===== src/rtl/hacd_mc_axi_pkg.sv =====
// Shared AXI write/read master definitions for the HACD memory-controller bus.
// Holds AXI field constants, the write-master state enum and the burst
// legality check that the write and read masters both use.
package hacd_mc_axi_pkg;

  localparam logic [1:0] BURST_INCR = 2'b01;
  localparam logic [2:0] SIZE_32B   = 3'b101;
  localparam logic [1:0] RESP_OKAY  = 2'b00;

  localparam int unsigned BEAT_BYTES   = 32;
  localparam int unsigned BOUNDARY_4KB = 4096;

  typedef enum logic [2:0] {
    ST_IDLE,
    ST_ADDR,
    ST_DATA,
    ST_RESP,
    ST_DONE
  } wr_state_e;

  // Returns 1 when a burst is 32-byte aligned and stays inside one 4KB page.
  // Only the page offset matters, so callers pass addr[11:0].
  function automatic logic check_wr_burst(input logic [11:0] addr, input logic [7:0] len);
    int unsigned end_off;
    end_off = 32'(addr) + (32'(len) + 32'd1) * BEAT_BYTES;
    return (addr[4:0] == 5'd0) && (end_off <= BOUNDARY_4KB);
  endfunction

endpackage


===== src/rtl/hacd_mc_axi_wr_master.sv =====
// Single-outstanding AXI4 write master for the HACD memory-controller write bus.
// Takes one burst request (address + len) and a beat stream, issues AW, then the
// W beats with WLAST, then optionally waits for B, and pulses done/done_err.
// Ports:
//   clk, rst                    clock, asynchronous active-high reset
//   req_*                       burst request (valid/ready, byte address, beats-1)
//   src_*                       upstream beat stream (valid/ready, data, strobes)
//   axi_aw*, axi_w*, axi_b*     AXI4 write address / data / response channels
//   done, done_err              one-cycle completion pulse and its error flag
module hacd_mc_axi_wr_master
  import hacd_mc_axi_pkg::*;
#(
  parameter int unsigned DATA_W        = 256,
  parameter int unsigned ADDR_W        = 64,
  parameter int unsigned ID_W          = 4,
  parameter int unsigned AXI_ID        = 0,
  parameter int unsigned USE_BRESP     = 1,
  parameter int unsigned BRESP_TIMEOUT = 1024
) (
  input  logic                  clk,
  input  logic                  rst,
  input  logic                  req_valid,
  output logic                  req_ready,
  input  logic [ADDR_W-1:0]     req_addr,
  input  logic [7:0]            req_len,
  input  logic                  src_valid,
  output logic                  src_ready,
  input  logic [DATA_W-1:0]     src_data,
  input  logic [DATA_W/8-1:0]   src_strb,
  output logic                  axi_awvalid,
  input  logic                  axi_awready,
  output logic [ADDR_W-1:0]     axi_awaddr,
  output logic [7:0]            axi_awlen,
  output logic [2:0]            axi_awsize,
  output logic [1:0]            axi_awburst,
  output logic [ID_W-1:0]       axi_awid,
  output logic                  axi_wvalid,
  input  logic                  axi_wready,
  output logic [DATA_W-1:0]     axi_wdata,
  output logic [DATA_W/8-1:0]   axi_wstrb,
  output logic                  axi_wlast,
  input  logic                  axi_bvalid,
  output logic                  axi_bready,
  input  logic [1:0]            axi_bresp,
  output logic                  done,
  output logic                  done_err
);

  localparam int unsigned TCNT_W = (BRESP_TIMEOUT > 1) ? $clog2(BRESP_TIMEOUT) : 1;

  wr_state_e         state;
  logic [7:0]        beat_cnt;
  logic [TCNT_W-1:0] tcnt;
  logic              in_data;
  logic              w_hs;
  logic              timeout_hit;

  // W channel is a straight pass-through of the beat stream, gated to DATA
  // so early upstream beats are held off until AW has completed.
  assign in_data     = (state == ST_DATA);
  assign axi_wvalid  = in_data && src_valid;
  assign src_ready   = in_data && axi_wready;
  assign axi_wdata   = src_data;
  assign axi_wstrb   = src_strb;
  assign axi_wlast   = in_data && (beat_cnt == axi_awlen);
  assign w_hs        = axi_wvalid && axi_wready;

  assign axi_awsize  = SIZE_32B;
  assign axi_awburst = BURST_INCR;
  assign axi_awid    = ID_W'(AXI_ID);

  // Last permitted RESP cycle; a zero timeout never fires.
  assign timeout_hit = (BRESP_TIMEOUT != 0) && (32'(tcnt) == BRESP_TIMEOUT - 32'd1);

  // Burst sequencer; done is raised on entry to DONE so it is high for exactly that cycle.
  always_ff @(posedge clk or posedge rst) begin
    if (rst) begin
      state       <= ST_IDLE;
      req_ready   <= 1'b0;
      axi_awvalid <= 1'b0;
      axi_awaddr  <= '0;
      axi_awlen   <= '0;
      axi_bready  <= 1'b0;
      beat_cnt    <= '0;
      tcnt        <= '0;
      done        <= 1'b0;
      done_err    <= 1'b0;
    end else begin
      done     <= 1'b0;
      done_err <= 1'b0;
      case (state)
        ST_IDLE: begin
          req_ready <= 1'b1;
          if (req_ready && req_valid) begin
            req_ready  <= 1'b0;
            axi_awaddr <= req_addr;
            axi_awlen  <= req_len;
            beat_cnt   <= '0;
            tcnt       <= '0;
            if (check_wr_burst(req_addr[11:0], req_len)) begin
              state       <= ST_ADDR;
              axi_awvalid <= 1'b1;
            end else begin
              // Illegal burst: report error without touching the bus.
              state    <= ST_DONE;
              done     <= 1'b1;
              done_err <= 1'b1;
            end
          end
        end
        ST_ADDR: begin
          if (axi_awready) begin
            axi_awvalid <= 1'b0;
            state       <= ST_DATA;
          end
        end
        ST_DATA: begin
          if (w_hs) begin
            if (axi_wlast) begin
              beat_cnt <= '0;
              if (USE_BRESP != 0) begin
                state      <= ST_RESP;
                axi_bready <= 1'b1;
              end else begin
                state <= ST_DONE;
                done  <= 1'b1;
              end
            end else begin
              beat_cnt <= beat_cnt + 8'd1;
            end
          end
        end
        ST_RESP: begin
          if (axi_bvalid) begin
            axi_bready <= 1'b0;
            state      <= ST_DONE;
            done       <= 1'b1;
            done_err   <= (axi_bresp != RESP_OKAY);
          end else if (timeout_hit) begin
            axi_bready <= 1'b0;
            state      <= ST_DONE;
            done       <= 1'b1;
            done_err   <= 1'b1;
          end else begin
            tcnt <= tcnt + TCNT_W'(1);
          end
        end
        ST_DONE: begin
          state     <= ST_IDLE;
          req_ready <= 1'b1;
        end
        default: state <= ST_IDLE;
      endcase
    end
  end

endmodule


===== config.mk =====
export PLATFORM = sky130hd
export DESIGN_NAME = hacd_mc_axi_wr_master
export DESIGN_NICKNAME = d
export VERILOG_FILES = /design/src/rtl/hacd_mc_axi_pkg.sv /design/src/rtl/hacd_mc_axi_wr_master.sv
export SDC_FILE = /design/constraint.sdc
export NUM_CORES = 1
export LEC_CHECK = 0
export CORE_AREA = 2 2 288 290
export CTS_BUF_LIST = sky130_fd_sc_hd__clkbuf_8 sky130_fd_sc_hd__clkbuf_16
export CTS_CLUSTER_SIZE = 12
export DETAILED_ROUTE_END_ITERATION = 10
export DIE_AREA = 0 0 290 292
export GPL_TIMING_DRIVEN = 0
export HOLD_SLACK_MARGIN = 0.08
export REMOVE_ABC_BUFFERS = 1
export SYNTH_ARGS = -nofsm -noshare
export SYNTH_HDL_FRONTEND = slang
export SYNTH_SLANG_ARGS = --single-unit

===== constraint.sdc =====
create_clock -name clk -period 7 [get_ports clk]
set_clock_uncertainty 0.1 [all_clocks]
set_input_delay 1.4 -clock clk [delete_from_list [all_inputs] [get_ports clk]]
set_output_delay 1.4 -clock clk [all_outputs]
set_load 0.05 [all_outputs]

After elaboration in Yosys (flattened, before gate mapping) --
Cells that the tools add are included. W data, S select, Z words.
Storage, ports and cells: register bits 98, input port bits 369, output and inout port bits 377, word-level logic and storage cells 83
Cells by class: add/subtract/negate cells 4, $lt $le $gt $ge 1, equal/unequal tests 14, muxes and demuxes 34, reduce and logical (&&, ||, !) cells 20
Operator list (number):
- $mux W10 | 3
- $mux W8 | 3
- $mux W3 | 7
- $pmux W10 S2 | 1
- $pmux W8 S2 | 1
- $add A12 B14 Y15 | 1
- $le A15 B13 Y1 const B | 1
- $mux W1 | 13
- $ne A2 B2 Y1 const B | 6
- $pmux W3 S4 | 1
- $reduce_and A4 Y1 | 3
- $reduce_bool A2 Y1 | 6
- $add A10 B1 Y10 const B | 1
- $eq A10 B10 Y1 const B | 1
- $pmux W1 S2 | 5
- $add A8 B1 Y9 const B | 1
- $add A8 B1 Y8 const B | 1
- $eq A8 B8 Y1 | 1
- $eq A3 B2 Y1 const B | 2
- $logic_and A1 B1 Y1 | 6
- $logic_not A5 Y1 | 1
- $reduce_and A5 Y1 | 1
- $eq A3 B1 Y1 const B | 1
- $eq A3 B3 Y1 const B | 1
- other kinds (5) | 5

Depth between registers and ports, before layout --
depth after elaboration 7, mapped depth 11

Least setup slack after synthesis --
Ideal clock, no wire load.
path type input port to flip-flop, start input req_len[0], end register done, library setup time 144 ps, data arrival time 3445 ps, slack 3311 ps, cell stages on the path 10, path buffers 0, cells stage by stage ha_1 -> nand3_1 -> xnor2_1 -> ha_1 -> a211o_1 -> nand2_1 -> nand3_1 -> or4b_4 -> o31ai_2 -> a31oi_1
Between the ends: word-level cells in the longest chain between the ends 7
Ends and longest elaborated chain:
- start, declared | line hacd_mc_axi_wr_master.sv:25 | input logic [7:0] req_len,
- $add A8 B1 Y9 | line hacd_mc_axi_pkg.sv:25 | end_off = 32'(addr) + (32'(len) + 32'd1) * BEAT_BYTES;
- $add A12 B14 Y15 | line hacd_mc_axi_pkg.sv:25
- $le A15 B13 Y1 | line hacd_mc_axi_pkg.sv:26 | return (addr[4:0] == 5'd0) && (end_off <= BOUNDARY_4KB);
- $logic_and A1 B1 Y1 | line hacd_mc_axi_pkg.sv:26
- $mux W1 | line hacd_mc_axi_wr_master.sv:100 | if (check_wr_burst(req_addr[11:0], req_len)) begin
- $mux W1 | line hacd_mc_axi_wr_master.sv:94 | if (req_ready && req_valid) begin
- $pmux W1 S2 | line hacd_mc_axi_wr_master.sv:91 | case (state)
- end signal, assigned | line hacd_mc_axi_wr_master.sv:86 | done <= 1'b0;
- end signal, assigned | line hacd_mc_axi_wr_master.sv:89 | done <= 1'b0;
- end signal, assigned | line hacd_mc_axi_wr_master.sv:106 | done <= 1'b1;
- end, declared | line hacd_mc_axi_wr_master.sv:45 | output logic done,
Every way passes these cells. A chain may end at the register's enable or synchronous reset.

Worst setup path after layout --
start input req_len[0], end register state[0]
Between the ends: word-level cells in the longest chain between the ends 7
Ends and longest elaborated chain:
- $add A8 B1 Y9 | line hacd_mc_axi_pkg.sv:25
- $add A12 B14 Y15 | line hacd_mc_axi_pkg.sv:25
- $le A15 B13 Y1 | line hacd_mc_axi_pkg.sv:26
- $logic_and A1 B1 Y1 | line hacd_mc_axi_pkg.sv:26
- $mux W3 | line hacd_mc_axi_wr_master.sv:100
- $mux W3 | line hacd_mc_axi_wr_master.sv:94
- $pmux W3 S4 | line hacd_mc_axi_wr_master.sv:91
- end signal, assigned | line hacd_mc_axi_wr_master.sv:101 | state <= ST_ADDR;
- end signal, assigned | line hacd_mc_axi_wr_master.sv:105 | state <= ST_DONE;
- end signal, assigned | line hacd_mc_axi_wr_master.sv:114 | state <= ST_DATA;
- end, declared | line hacd_mc_axi_wr_master.sv:51 | wr_state_e state;
Every way passes these cells. The select of a mux whose other input is x is not followed.

==> impl_metrics.json <==
{
  "run_status": "finished, final reports clean",
  "synth-compound-area-share": 0.0587,
  "r2r_slack_ns": 4.29,
  "ant_nets": 0,
  "synth_top_family_by_area": "buffers and inverters",
  "dp_hpwl_um": 111000,
  "min_path_cells": 1,
  "antenna_found_initial": 7,
  "cts_resized": 0,
  "grt_max_degree": 63,
  "synth_top_area_frac": 0.359,
  "grtUsageTotal": 0.271,
  "cts-buffers-inserted": 9,
  "coreArea_um2": 81600,
  "post_cts.repair.setup_buffers": 0,
  "synth_mux_area_frac": 0.119,
  "areaGrowthSynthToFinish_pct": 15.8,
  "synth-main-ff-cell": "dfrtp_1",
  "design_area_um2": 7920,
  "die_area_um2": 84700,
  "clock_latency_ns": 0.40,
  "r2r-end": "axi_awaddr[41]",
  "pre_cts_slack_ns": 1.65,
  "min_to": "axi_awaddr[56]",
  "max-slew-margin-rel": 0.381,
  "yosys_warnings": 0,
  "worst_slack_ns": 2.06,
  "holdBufCountCts": 0,
  "cp.arrival_ns": 5.14,
  "period_needed_ns": 4.94,
  "hold_path_class": "reg -> reg",
  "fmax_mhz": 202,
  "synth-simple-area-share": 0.0701,
  "yosys.area.top_type": "dfrtp_1",
  "finalSetupViolCount": 0,
  "wl_per_cell_um": 71.7,
  "synthTopCellsByArea": "dfrtp_1 (36%), buf_4 (33%), mux2_2 (12%)",
  "gp_congestion": 1.35,
  "rows": 105,
  "hold_slack_ns": 0.409,
  "rsz0062_at_grt": "no",
  "nets": 936,
  "totalWireLength_um": 117000,
  "path_class": "in -> reg",
  "synth_cell_types": 50,
  "synth_common_cells": "buf_4 (297), dfrtp_1 (98), mux2_2 (72), nor2_1 (26), nand2_1 (23)",
  "drt_iter0_drc": 334,
  "cap_violations": 0,
  "crit_required_ns": 7.20,
  "seq_area_frac_synth": 0.359,
  "cts_tree": "built",
  "total_power_mw": 3.32,
  "clk_path_buf_depth": 2,
  "ir_drop_uv": 277,
  "avgSynthCellArea_um2": 10.0,
  "powerDensity_nw_per_um2": 419,
  "p_seq_frac": 0.280,
  "grt_pass1_wl_um": 129000,
  "syn_area_um2": 6840,
  "start_util": 0.0838,
  "io_pins": 746,
  "endpoint_kind": "flip-flop",
  "io_buffers": 160,
  "yosysMostFrequentCell": "buf_4",
  "grt_pass1_vias": 4805,
  "critPathMaxFanout": 7,
  "period_share": 0.706,
  "rr_worst_depth": 5,
  "vias": 5293,
  "synth_edf_count": 0,
  "slew_violations": 0,
  "r2r-start": "state[1]",
  "min_from": "axi_awaddr[56]",
  "syn_inst": 682,
  "synth-seq-cells": 98,
  "synthArstFlopShare": 1.00,
  "switching_power_mw": 1.61,
  "p_comb_frac": 0.552,
  "cts-root-buf": "clkbuf_16",
  "clkSlewWorstSetupHoldPaths_ns": 0.09,
  "drc": 0,
  "ff_latch_area_um2": 2450,
  "first_pass_iters": 5,
  "multi_input_area_um2": 2100,
  "die_y_um": 292,
  "avgViaCountPerCell": 3.24,
  "switching_share": 0.485,
  "p_int_mw": 1.71,
  "clkPwrFrac": 0.168,
  "tightestPinTransition_ns": 0.926,
  "synthAdderAreaFrac": 0.0212,
  "drive_above_1_share": 0.180,
  "htree_levels": 3,
  "die_w_um": 290,
  "synth-xor-area-share": 0.0320,
  "p_leak_nw": 2.79,
  "fillers": 9324,
  "overflow": 0,
  "cp-start-kind": "input pin",
  "hold_viol": 0,
  "placed_cell_area_um2": 7610,
  "cts_sinks": 98
}
-- per-stage QoR --
step	setup TNS, ns	std cells	util
4_1_cts	0	1631	0.0970
5_1_grt	0	1631	0.0970
2_1_floorplan	0	382	-
3_5_place_dp	0	1615	0.0933
6_report	0	1633	0.0971
3_3_place_gp	-142.24	1612	0.0923
-- kinds of logic after synthesis --
family	after synthesis
buf+inv	320
flops	98
simple gates	94
mux	72
compound gates	60
xor+xnor	25
fa+ha+maj	11
other cells	2
-- sequential cells by signal, indices dropped and copies added (netlist names), 3 cells and up --
| name | count |
|---|---|
| axi_awaddr | 64 |
| tcnt | 10 |
| axi_awlen | 8 |
| beat_cnt | 8 |
| state | 3 |
-- critical path: stages --
cell and delay, ns:
clkdlybuf4s50_1 0.73, ha_1 0.36, xor2_1 0.29, ha_1 0.34
o21ai_0 0.39, o21ai_1 0.17, o311a_1 0.37, a221oi_1 0.81
nand2_1 0.12, o21ai_1 0.16
-- area by class of cell --
type | count | share of cell area
clock inverters | 7 | 0.0103
flip-flops and latches | 98 | 0.310
clock buffers | 9 | 0.0284
multi-input cells | 271 | 0.265
well taps | 1070 | 0.169
diodes | 2 | 0.000632
inverters | 13 | 0.00648
repair buffers | 163 | 0.211
-- per-layer routing --
layer / track usage / routed length, um / part of all wire / vias up
li1: - / - / - / 1706
met1: 0.0854 / 13500 / 0.12 / 2286
met2: 0.450 / 54900 / 0.47 / 1137
met3: 0.419 / 38100 / 0.33 / 130
met4: 0.172 / 8830 / 0.075 / 34
met5: 0.159 / 1750 / 0.015 / -
-- power groups by stage --
stage	Clock [mW]	Combinational, mW	Sequential, mW
finish	0.558	1.83	0.930
global route	0.609	1.90	0.967
detailed placement	0	1.85	0.940
CTS	0.589	1.85	0.935
floorplan	0	0.409	1.70
global placement	0	1.86	0.927
-- how the worst max path moves through the flow --
stage | startpoint | endpoint | slack (ns) | cells past startpoint
floorplan | req_valid | beat_cnt[7] | 0.81 | 6
global placement | req_valid | beat_cnt[7] | -2.76 | 7
detailed placement | req_len[0] | state[0] | 1.65 | 10
CTS | req_len[0] | state[0] | 2.05 | 10
global route | req_len[0] | axi_awvalid | 1.80 | 10
finish | req_len[0] | state[0] | 2.06 | 10
-- layout by cell type (no fill, tap or decap), types with 3 or more instances in the layout --
cell type | Yosys | layout
conb_1 | 2 | 9
clkbuf_16 | 0 | 9
a31oi_1 | 4 | 4
dfrtp_1 | 98 | 98
nand3_1 | 10 | 10
xnor2_1 | 11 | 11
and2_1 | 3 | 3
inv_1 | 13 | 12
nor2_1 | 26 | 25
and3_1 | 3 | 3
mux2_2 | 72 | 72
o31ai_1 | 4 | 4
clkdlybuf4s50_1 | 0 | 160
a21oi_1 | 11 | 11
o21ai_1 | 4 | 4
ha_1 | 10 | 10
a211oi_1 | 3 | 3
o211ai_1 | 3 | 3
nor3_1 | 7 | 7
o21ai_0 | 15 | 15
nand4_1 | 3 | 3
nor2b_1 | 3 | 3
nand2_1 | 23 | 23
xor2_1 | 14 | 14
Power figures use the tool's default switching activity.
